==> src/rtl/fb_wr_arb_pkg.sv <==
// Shared encodings and widths for the frame-buffer write arbiter.
// Provides the FSM state type, the GRANT codes and the select decode helper.
package fb_wr_arb_pkg;

  localparam int ADDR_W = 18;
  localparam int DATA_W = 16;

  typedef enum logic [1:0] {
    ST_IDLE     = 2'd0,
    ST_GNT_CLRB = 2'd1,
    ST_GNT_REG  = 2'd2,
    ST_SWITCH   = 2'd3
  } arb_state_t;

  localparam logic [1:0] GRANT_NONE = 2'b00;
  localparam logic [1:0] GRANT_CLRB = 2'b01;
  localparam logic [1:0] GRANT_REG  = 2'b10;

  localparam logic [1:0] SEL_CLRB = 2'b01;

  // Any select value other than SEL_CLRB means the register image.
  function automatic logic [1:0] decode_sel(input logic [1:0] sel);
    return (sel == SEL_CLRB) ? GRANT_CLRB : GRANT_REG;
  endfunction

  function automatic arb_state_t grant_state(input logic [1:0] gnt);
    return (gnt == GRANT_CLRB) ? ST_GNT_CLRB : ST_GNT_REG;
  endfunction

endpackage

==> src/rtl/fb_wr_oreg.sv <==
// Single-entry output register with valid/ready hold toward the image store.
// A new beat may be loaded whenever the register is empty or being drained.
module fb_wr_oreg
  import fb_wr_arb_pkg::*;
(
  input  logic              clk,
  input  logic              rst,
  input  logic              load,
  input  logic [DATA_W-1:0] load_data,
  input  logic [ADDR_W-1:0] load_addr,
  input  logic              out_rdy,
  output logic              out_dvld,
  output logic [DATA_W-1:0] out_data,
  output logic [ADDR_W-1:0] out_addr,
  output logic              can_take
);

  assign can_take = ~out_dvld | out_rdy;

  always_ff @(posedge clk) begin
    if (rst) begin
      out_dvld <= 1'b0;
      out_data <= '0;
      out_addr <= '0;
    end else if (load) begin
      out_dvld <= 1'b1;
      out_data <= load_data;
      out_addr <= load_addr;
    end else if (out_rdy) begin
      out_dvld <= 1'b0;
    end
  end

endmodule

==> src/rtl/fb_wr_arb.sv <==
// Arbitrates colorbar and register-image pixel writes into the image store.
// States: IDLE (post-reset pick), GNT_CLRB / GNT_REG (owner streams), SWITCH (drain before new owner).
module fb_wr_arb
  import fb_wr_arb_pkg::*;
#(
  parameter logic [ADDR_W-1:0] LAST_ADDR = 18'd153599
) (
  input  logic              CLK_100M,
  input  logic              SYS_RST,
  input  logic [1:0]        REG_SELECT,
  input  logic              CLRB_1_DVLD,
  input  logic [DATA_W-1:0] CLRB_1_DATA,
  input  logic [ADDR_W-1:0] CLRB_1_ADDR,
  output logic              CLRB_1_RDY,
  input  logic              REG_IMG_DVLD,
  input  logic [DATA_W-1:0] REG_IMG_DATA,
  input  logic [ADDR_W-1:0] REG_ADDR,
  output logic              REG_IMG_RDY,
  output logic              SLCT_IN_DVLD,
  output logic [DATA_W-1:0] SLCT_IN_DATA,
  output logic [ADDR_W-1:0] SLCT_IN_ADDR,
  input  logic              SLCT_IN_RDY,
  output logic [1:0]        GRANT,
  output logic              FRAME_DONE,
  output logic [7:0]        FRAME_CNT
);

  arb_state_t        state;
  logic [1:0]        sel_grant;
  logic              can_take;
  logic              accept_clrb;
  logic              accept_reg;
  logic              accept;
  logic              frame_last;
  logic [DATA_W-1:0] mux_data;
  logic [ADDR_W-1:0] mux_addr;

  assign sel_grant = decode_sel(REG_SELECT);

  assign CLRB_1_RDY  = ~SYS_RST & (state == ST_GNT_CLRB) & can_take;
  assign REG_IMG_RDY = ~SYS_RST & (state == ST_GNT_REG) & can_take;

  assign accept_clrb = CLRB_1_DVLD & CLRB_1_RDY;
  assign accept_reg  = REG_IMG_DVLD & REG_IMG_RDY;
  assign accept      = accept_clrb | accept_reg;

  always_comb begin
    mux_data = REG_IMG_DATA;
    mux_addr = REG_ADDR;
    if (state == ST_GNT_CLRB) begin
      mux_data = CLRB_1_DATA;
      mux_addr = CLRB_1_ADDR;
    end
  end

  assign frame_last = accept & (mux_addr == LAST_ADDR);

  fb_wr_oreg u_oreg (
    .clk       (CLK_100M),
    .rst       (SYS_RST),
    .load      (accept),
    .load_data (mux_data),
    .load_addr (mux_addr),
    .out_rdy   (SLCT_IN_RDY),
    .out_dvld  (SLCT_IN_DVLD),
    .out_data  (SLCT_IN_DATA),
    .out_addr  (SLCT_IN_ADDR),
    .can_take  (can_take)
  );

  always_ff @(posedge CLK_100M) begin
    if (SYS_RST) begin
      state      <= ST_IDLE;
      GRANT      <= GRANT_NONE;
      FRAME_DONE <= 1'b0;
      FRAME_CNT  <= 8'd0;
    end else begin
      FRAME_DONE <= frame_last;
      if (frame_last) begin
        FRAME_CNT <= FRAME_CNT + 8'd1;
      end
      case (state)
        ST_IDLE: begin
          state <= grant_state(sel_grant);
          GRANT <= sel_grant;
        end
        ST_GNT_CLRB, ST_GNT_REG: begin
          // Owner changes only at a frame boundary; select glitches mid-frame are ignored.
          if (frame_last && (sel_grant != GRANT)) begin
            state <= ST_SWITCH;
            GRANT <= GRANT_NONE;
          end
        end
        ST_SWITCH: begin
          if (can_take) begin
            state <= grant_state(sel_grant);
            GRANT <= sel_grant;
          end
        end
        default: begin
          state <= ST_IDLE;
          GRANT <= GRANT_NONE;
        end
      endcase
    end
  end

endmodule

==> config.mk <==
export PLATFORM = sky130hd
export DESIGN_NAME = fb_wr_arb
export DESIGN_NICKNAME = d
export VERILOG_FILES = /design/src/rtl/fb_wr_arb_pkg.sv /design/src/rtl/fb_wr_oreg.sv /design/src/rtl/fb_wr_arb.sv
export SDC_FILE = /design/constraint.sdc
export NUM_CORES = 1
export LEC_CHECK = 0
export ABC_AREA = 0
export BUFFER_PORTS_ARGS = -buffer_cell sky130_fd_sc_hd__buf_2
export CAP_MARGIN = 30
export CORE_UTILIZATION = 45
export DETAILED_ROUTE_END_ITERATION = 8
export PLACE_DENSITY = 0.8
export SYNTH_ARGS = -nofsm -noshare
export SYNTH_HDL_FRONTEND = slang
export SYNTH_SLANG_ARGS = --single-unit
export TNS_END_PERCENT = 10
==> constraint.sdc <==
create_clock -name CLK_100M -period 6.1 [get_ports CLK_100M]
set_input_delay 0.61 -clock CLK_100M [delete_from_list [all_inputs] [get_ports CLK_100M]]
set_output_delay 0.61 -clock CLK_100M [all_outputs]
set_load 0.005 [all_outputs]
# == After elaboration in Yosys (flattened, before gate mapping) ==
# Index checks and enable logic that the tools add are counted.
# Widths: inputs -> output; s select.
# totals
elab_cells,45
reg_bits,48
# classes
addsub,1
mux,12
n_eq_ne,9
n_reduce_logical,5
bitwise,11
# ops
cell,n
$eq 18x18->1 const B,1
$mux 18,1
$mux 16,1
$mux 2,6
$pmux 2 s3,2
$add 8x1->8 const B,1
$and 1x1->1,7
$eq 2x1->1 const B,3
$eq 2x2->1 const B,2
$ne 2x2->1 const B,2
$logic_not 2->1,1
$mux 1,2
$ne 2x2->1,1
$not 1->1,2
$or 1x1->1,2
$reduce_and 2->1,1
$reduce_bool 2->1,1
$reduce_or 2->1,1
$logic_and 1x1->1,1

# == Logic depth before layout (Yosys ltp) ==
# logic_depth
depth_word,9
depth_mapped,10
mapped_depth_nobuf,8

# == Modules after synthesis ==
# A second synthesis with hierarchy kept.
# hier_totals
cells_unflattened,251
hier_area_um2,2461.1
# by_module_without_submodules
mod,cells_each,area_per_inst_um2,n_inst
fb_wr_oreg,114,1272.5,1
fb_wr_arb,137,1188.6,1

# == Worst setup path after synthesis ==
# No wires, ideal clock.
# synth_path
kind,reg2reg
start,reg state[1]
end,reg FRAME_CNT[5]
path_stages_with_launch,10
required_ns,6.029
path_buffers,1
t_arrival_ns,2.559
setup_slack_ns,3.470
path_cell_list,dfxtp_1 -> inv_1 -> ha_1 -> buf_6 -> or3b_1 -> a2111o_1 -> a221oi_4 -> nand2_4 -> or4_1 -> a21oi_1
# synth_between
elab_chain_len,6
word_cells_on_any_way,12
# synth_rtl
item,line,source
from (decl),fb_wr_arb.sv:28,arb_state_t state;
from (signal assigned),fb_wr_arb.sv:84,state <= grant_state(sel_grant);
from (signal assigned),fb_wr_arb.sv:96,state <= grant_state(sel_grant);
$eq 2x1->1 or $eq 2x2->1 (tied branches),"fb_wr_arb.sv:40, fb_wr_arb.sv:50, fb_wr_arb.sv:41",
"$and 1x1->1, on equally long branches (2 in a row)","fb_wr_arb.sv:40, fb_wr_arb.sv:41",
"$and 1x1->1, on equally long branches","fb_wr_arb.sv:43, fb_wr_arb.sv:44",
$or 1x1->1,fb_wr_arb.sv:45,assign accept = accept_clrb | accept_reg;
$and 1x1->1 (*),fb_wr_arb.sv:56,assign frame_last = accept & (mux_addr == LAST_ADDR);
to (signal assigned),fb_wr_arb.sv:80,FRAME_CNT <= FRAME_CNT + 8'd1;
to (decl),fb_wr_arb.sv:25,output logic [7:0] FRAME_CNT
# Every way passes the cells marked *; elsewhere a longest branch is shown, timed or not.
# A chain may end at the register's enable or synchronous reset.

# == Final worst setup path ==
# layout_path
start,reg state[0]
end,reg FRAME_CNT[5]
# The elaborated chain is that of the path after synthesis.

==> results.sh <==
export IMPL_holdWs_ns=0.496
export IMPL_grt_pass1_vias=1964
export IMPL_worstSetupStartpointType="flip-flop"
export IMPL_maxCapViolations=0
export IMPL_slowest_stage="ha_2"
export IMPL_htreeDepth=2
export IMPL_die_y_um=73.8
export IMPL_met3_usage_pct=5.49
export IMPL_cts_root_buf="clkbuf_8"
export IMPL_vias=2231
export IMPL_switching_share_pct=34.8
export IMPL_avgViaCountPerCell=5.16
export IMPL_grtUsageTotal_pct=21.3
export IMPL_final_net_count=446
export IMPL_area_growth_pct=30.8
export IMPL_worst_slew_pin_transition_ns=0.928
export IMPL_min_from="u_oreg.out_data[9]"
export IMPL_path_delay_family="compound AO/OA/AOI/OAI gates"
export IMPL_io_buffers=122
export IMPL_num_rows=25
export IMPL_post_route_util_pct=62.6
export IMPL_fin_skew_ns=0.00421
export IMPL_period_share_pct=53.7
export IMPL_design_area_um2=3040
export IMPL_period_needed_ns=3.27
export IMPL_endpoint_kind="flip-flop"
export IMPL_cts_buffers_inserted=5
export IMPL_ios=123
export IMPL_r2r_end="FRAME_CNT[5]"
export IMPL_status="finished clean"
export IMPL_critPathMaxStageDelay_ns=0.63
export IMPL_crit_fanout=24
export IMPL_synth_fp_nets=333
export IMPL_cp_arrival_ns=3.49
export IMPL_pre_cts_slack_ns=2.82
export IMPL_setup_violations=0
export IMPL_rsz0062_at_grt="false"
export IMPL_power_density_nw_per_um2=320
export IMPL_cts_sinks=48
export IMPL_min_path_cells=2
export IMPL_drtAntennaViolNets=0
export IMPL_grt_use_met1_pct=26.5
export IMPL_worstPathRequired_ns=6.31
export IMPL_antenna_cells=0
export IMPL_syn_inst=254
export IMPL_gp_congestion=0.846
export IMPL_cts_setup_buffers=0
export IMPL_slew_viol_final=0
export IMPL_dr_pass1_iters=4
export IMPL_cts_buffer_depth=2
export IMPL_rr_worst_depth=8
export IMPL_hold_class="flip-flop to flip-flop"
export IMPL_finalWirelength_um=5730
export IMPL_use_met2_pct=35.6
export IMPL_fin_ws_ns=2.83
export IMPL_syn_area_um2=2320
export IMPL_p_clk_share_pct=17.0
export IMPL_ys_seq_area_share_pct=41.4
export IMPL_min_to="u_oreg.out_data[9]"
export IMPL_ys_seq_elements=48
export IMPL_grt_overflow=0
export IMPL_drive_above_1_share_pct=37.5
export IMPL_crit_type="flip-flop to flip-flop"
export IMPL_grt_pass1_wl_um=8920
export IMPL_tns_ns=0
export IMPL_die_area_um2=5450
export IMPL_clkSlewWorstSetupHoldPaths_ns=0.08
export IMPL_start_util_pct=47.9
export IMPL_leakage_nw=1.36
export IMPL_synth_distinct_cells=37
export IMPL_hpwl_um=4350
export IMPL_drc=0
export IMPL_p_seq_share_pct=42.0
export IMPL_cts_resized=0
export IMPL_cts_hold_buf=0
export IMPL_wl_per_cell_um=13.3
export IMPL_drt_initial_drc_count=75
export IMPL_cts_tree="done"
export IMPL_yosys_warnings=0
export IMPL_finalHoldViolations=0
export IMPL_die_w_um=73.8
export IMPL_maxSlewHeadroom_pct=38.2
export IMPL_insertion_delay_ns=0.29
export IMPL_reg2reg_from="state[0]"
export IMPL_rrSetupSlack_ns=2.83
export IMPL_critPathBufInv=1
export IMPL_internal_power_mw=0.634
export IMPL_place_area_um2=2970
export IMPL_antenna_found_initial=0
export IMPL_placedCellCount=427
export IMPL_final_cells=432
export IMPL_fmax_mhz=305
export IMPL_p_sw_mw=0.338
export IMPL_syn_area_per_cell_um2=9.14
export IMPL_ir_drop_mv=0.193
export IMPL_p_comb_share_pct=41.0
export IMPL_top_usage_layer="met2"
export IMPL_grt_max_degree=52
export IMPL_path_cells="ha_2 -> buf_4 -> mux2i_1 -> a2111o_1 -> a221oi_4 -> nand2_4 -> or4_1 -> a21oi_1"
export IMPL_p_total_mw=0.972
export IMPL_core_um2=4850
==> cells in the final DEF (no fill, tap or decap), types with 4 or more instances in the layout <==
master / instances
nand4_1: 5
nand3_1: 7
clkbuf_8: 5
a211oi_1: 34
nor2_1: 48
nand2_1: 5
xor2_1: 5
dfxtp_1: 48
inv_1: 4
a21oi_1: 5
and3_1: 4
mux2i_1: 34
buf_2: 122
==> synthesized netlist by cell type (all sizes together) <==
| library cell | number | area share, % |
|---|---|---|
| nand2 | 6 | 1.3 |
| o31ai | 1 | 0.32 |
| or3 | 1 | 0.27 |
| o2111a | 1 | 0.48 |
| and4 | 1 | 0.38 |
| ha | 4 | 2.2 |
| inv | 4 | 0.65 |
| nor3 | 4 | 0.86 |
| nor2b | 3 | 0.81 |
| a21o | 1 | 0.32 |
| nand3b | 1 | 0.32 |
| dfxtp | 48 | 41 |
| nand4 | 5 | 1.3 |
| or4b | 1 | 0.43 |
| nor2 | 48 | 7.8 |
| nor4 | 2 | 0.54 |
| buf | 2 | 0.65 |
| or4 | 1 | 0.32 |
| xor2 | 5 | 1.9 |
| a211oi | 34 | 11 |
| and3 | 4 | 1.1 |
| nand3 | 7 | 1.5 |
| a31oi | 2 | 0.54 |
| a221oi | 1 | 1.1 |
| clkbuf | 17 | 2.7 |
| a21oi | 5 | 1.1 |
| a22oi | 2 | 0.86 |
| mux2i | 34 | 15 |
| nor3b | 2 | 0.65 |
| o21ai | 1 | 0.22 |
| nand4b | 2 | 0.75 |
| or3b | 3 | 1.1 |
| a2111o | 1 | 0.48 |
==> kinds of logic (layout without fill, tap and decap cells) <==
logic type	after synthesis	after routing	synth area share, %
compound gates	49	49	16.4
buf+inv	23	134	4.04
fa+ha+maj	4	4	2.16
xor+xnor	5	5	1.89
flops	48	48	41.4
mux	34	34	14.7
simple gates	91	91	19.5
==> layer usage <==
layer  share of wire, %  wire, µm
met1                 44      2530
met2                 47      2670
met3                7.7       443
met5                  0         0
met4                1.5        88
==> registers in the layout, summed over array words and instances, names as in the netlist <==
register / cells
FRAME_DONE: 1
u_oreg.out_addr: 18
FRAME_CNT: 8
state: 2
u_oreg.out_dvld: 1
u_oreg.out_data: 16
GRANT: 2
==> worst reg2reg max path, cell delays in order, from the launching register on <==
cell	delay (ns)
dfxtp_1	0.41
ha_2	0.63
buf_4	0.44
mux2i_1	0.15
a2111o_1	0.45
a221oi_4	0.34
nand2_4	0.12
or4_1	0.52
a21oi_1	0.15
==> how the worst max path moves through the flow <==
stage	from	to	slack, ns	cells past startpoint
2_1_floorplan	state[1]	FRAME_CNT[5]	3.47	9
3_3_place_gp	state[0]	FRAME_CNT[5]	2.91	8
3_5_place_dp	state[0]	FRAME_CNT[5]	2.82	8
4_1_cts	state[0]	FRAME_CNT[5]	2.81	8
5_1_grt	state[0]	FRAME_CNT[5]	2.59	8
6_report	state[0]	FRAME_CNT[5]	2.83	8
==> power by group through the flow <==
stage | registers (mW) | clock network [mW] | logic, mW
after floorplan | 0.418 | 0 | 0.274
after global placement | 0.412 | 0 | 0.392
after detailed placement | 0.415 | 0 | 0.398
after CTS | 0.408 | 0.173 | 0.400
after global routing | 0.416 | 0.183 | 0.447
final | 0.408 | 0.166 | 0.398
==> area by class of cell <==
| type | instances | area (µm²) |
|---|---|---|
| Timing Repair Buffer | 125 | 633 |
| Fill cell | 425 | 1810 |
| Clock buffer | 5 | 68.8 |
| Inverter | 4 | 15.0 |
| Sequential cell | 48 | 961 |
| Multi-Input combinational cell | 183 | 1270 |
| Tap cell | 67 | 83.8 |
(Power assumes the default switching activity.)
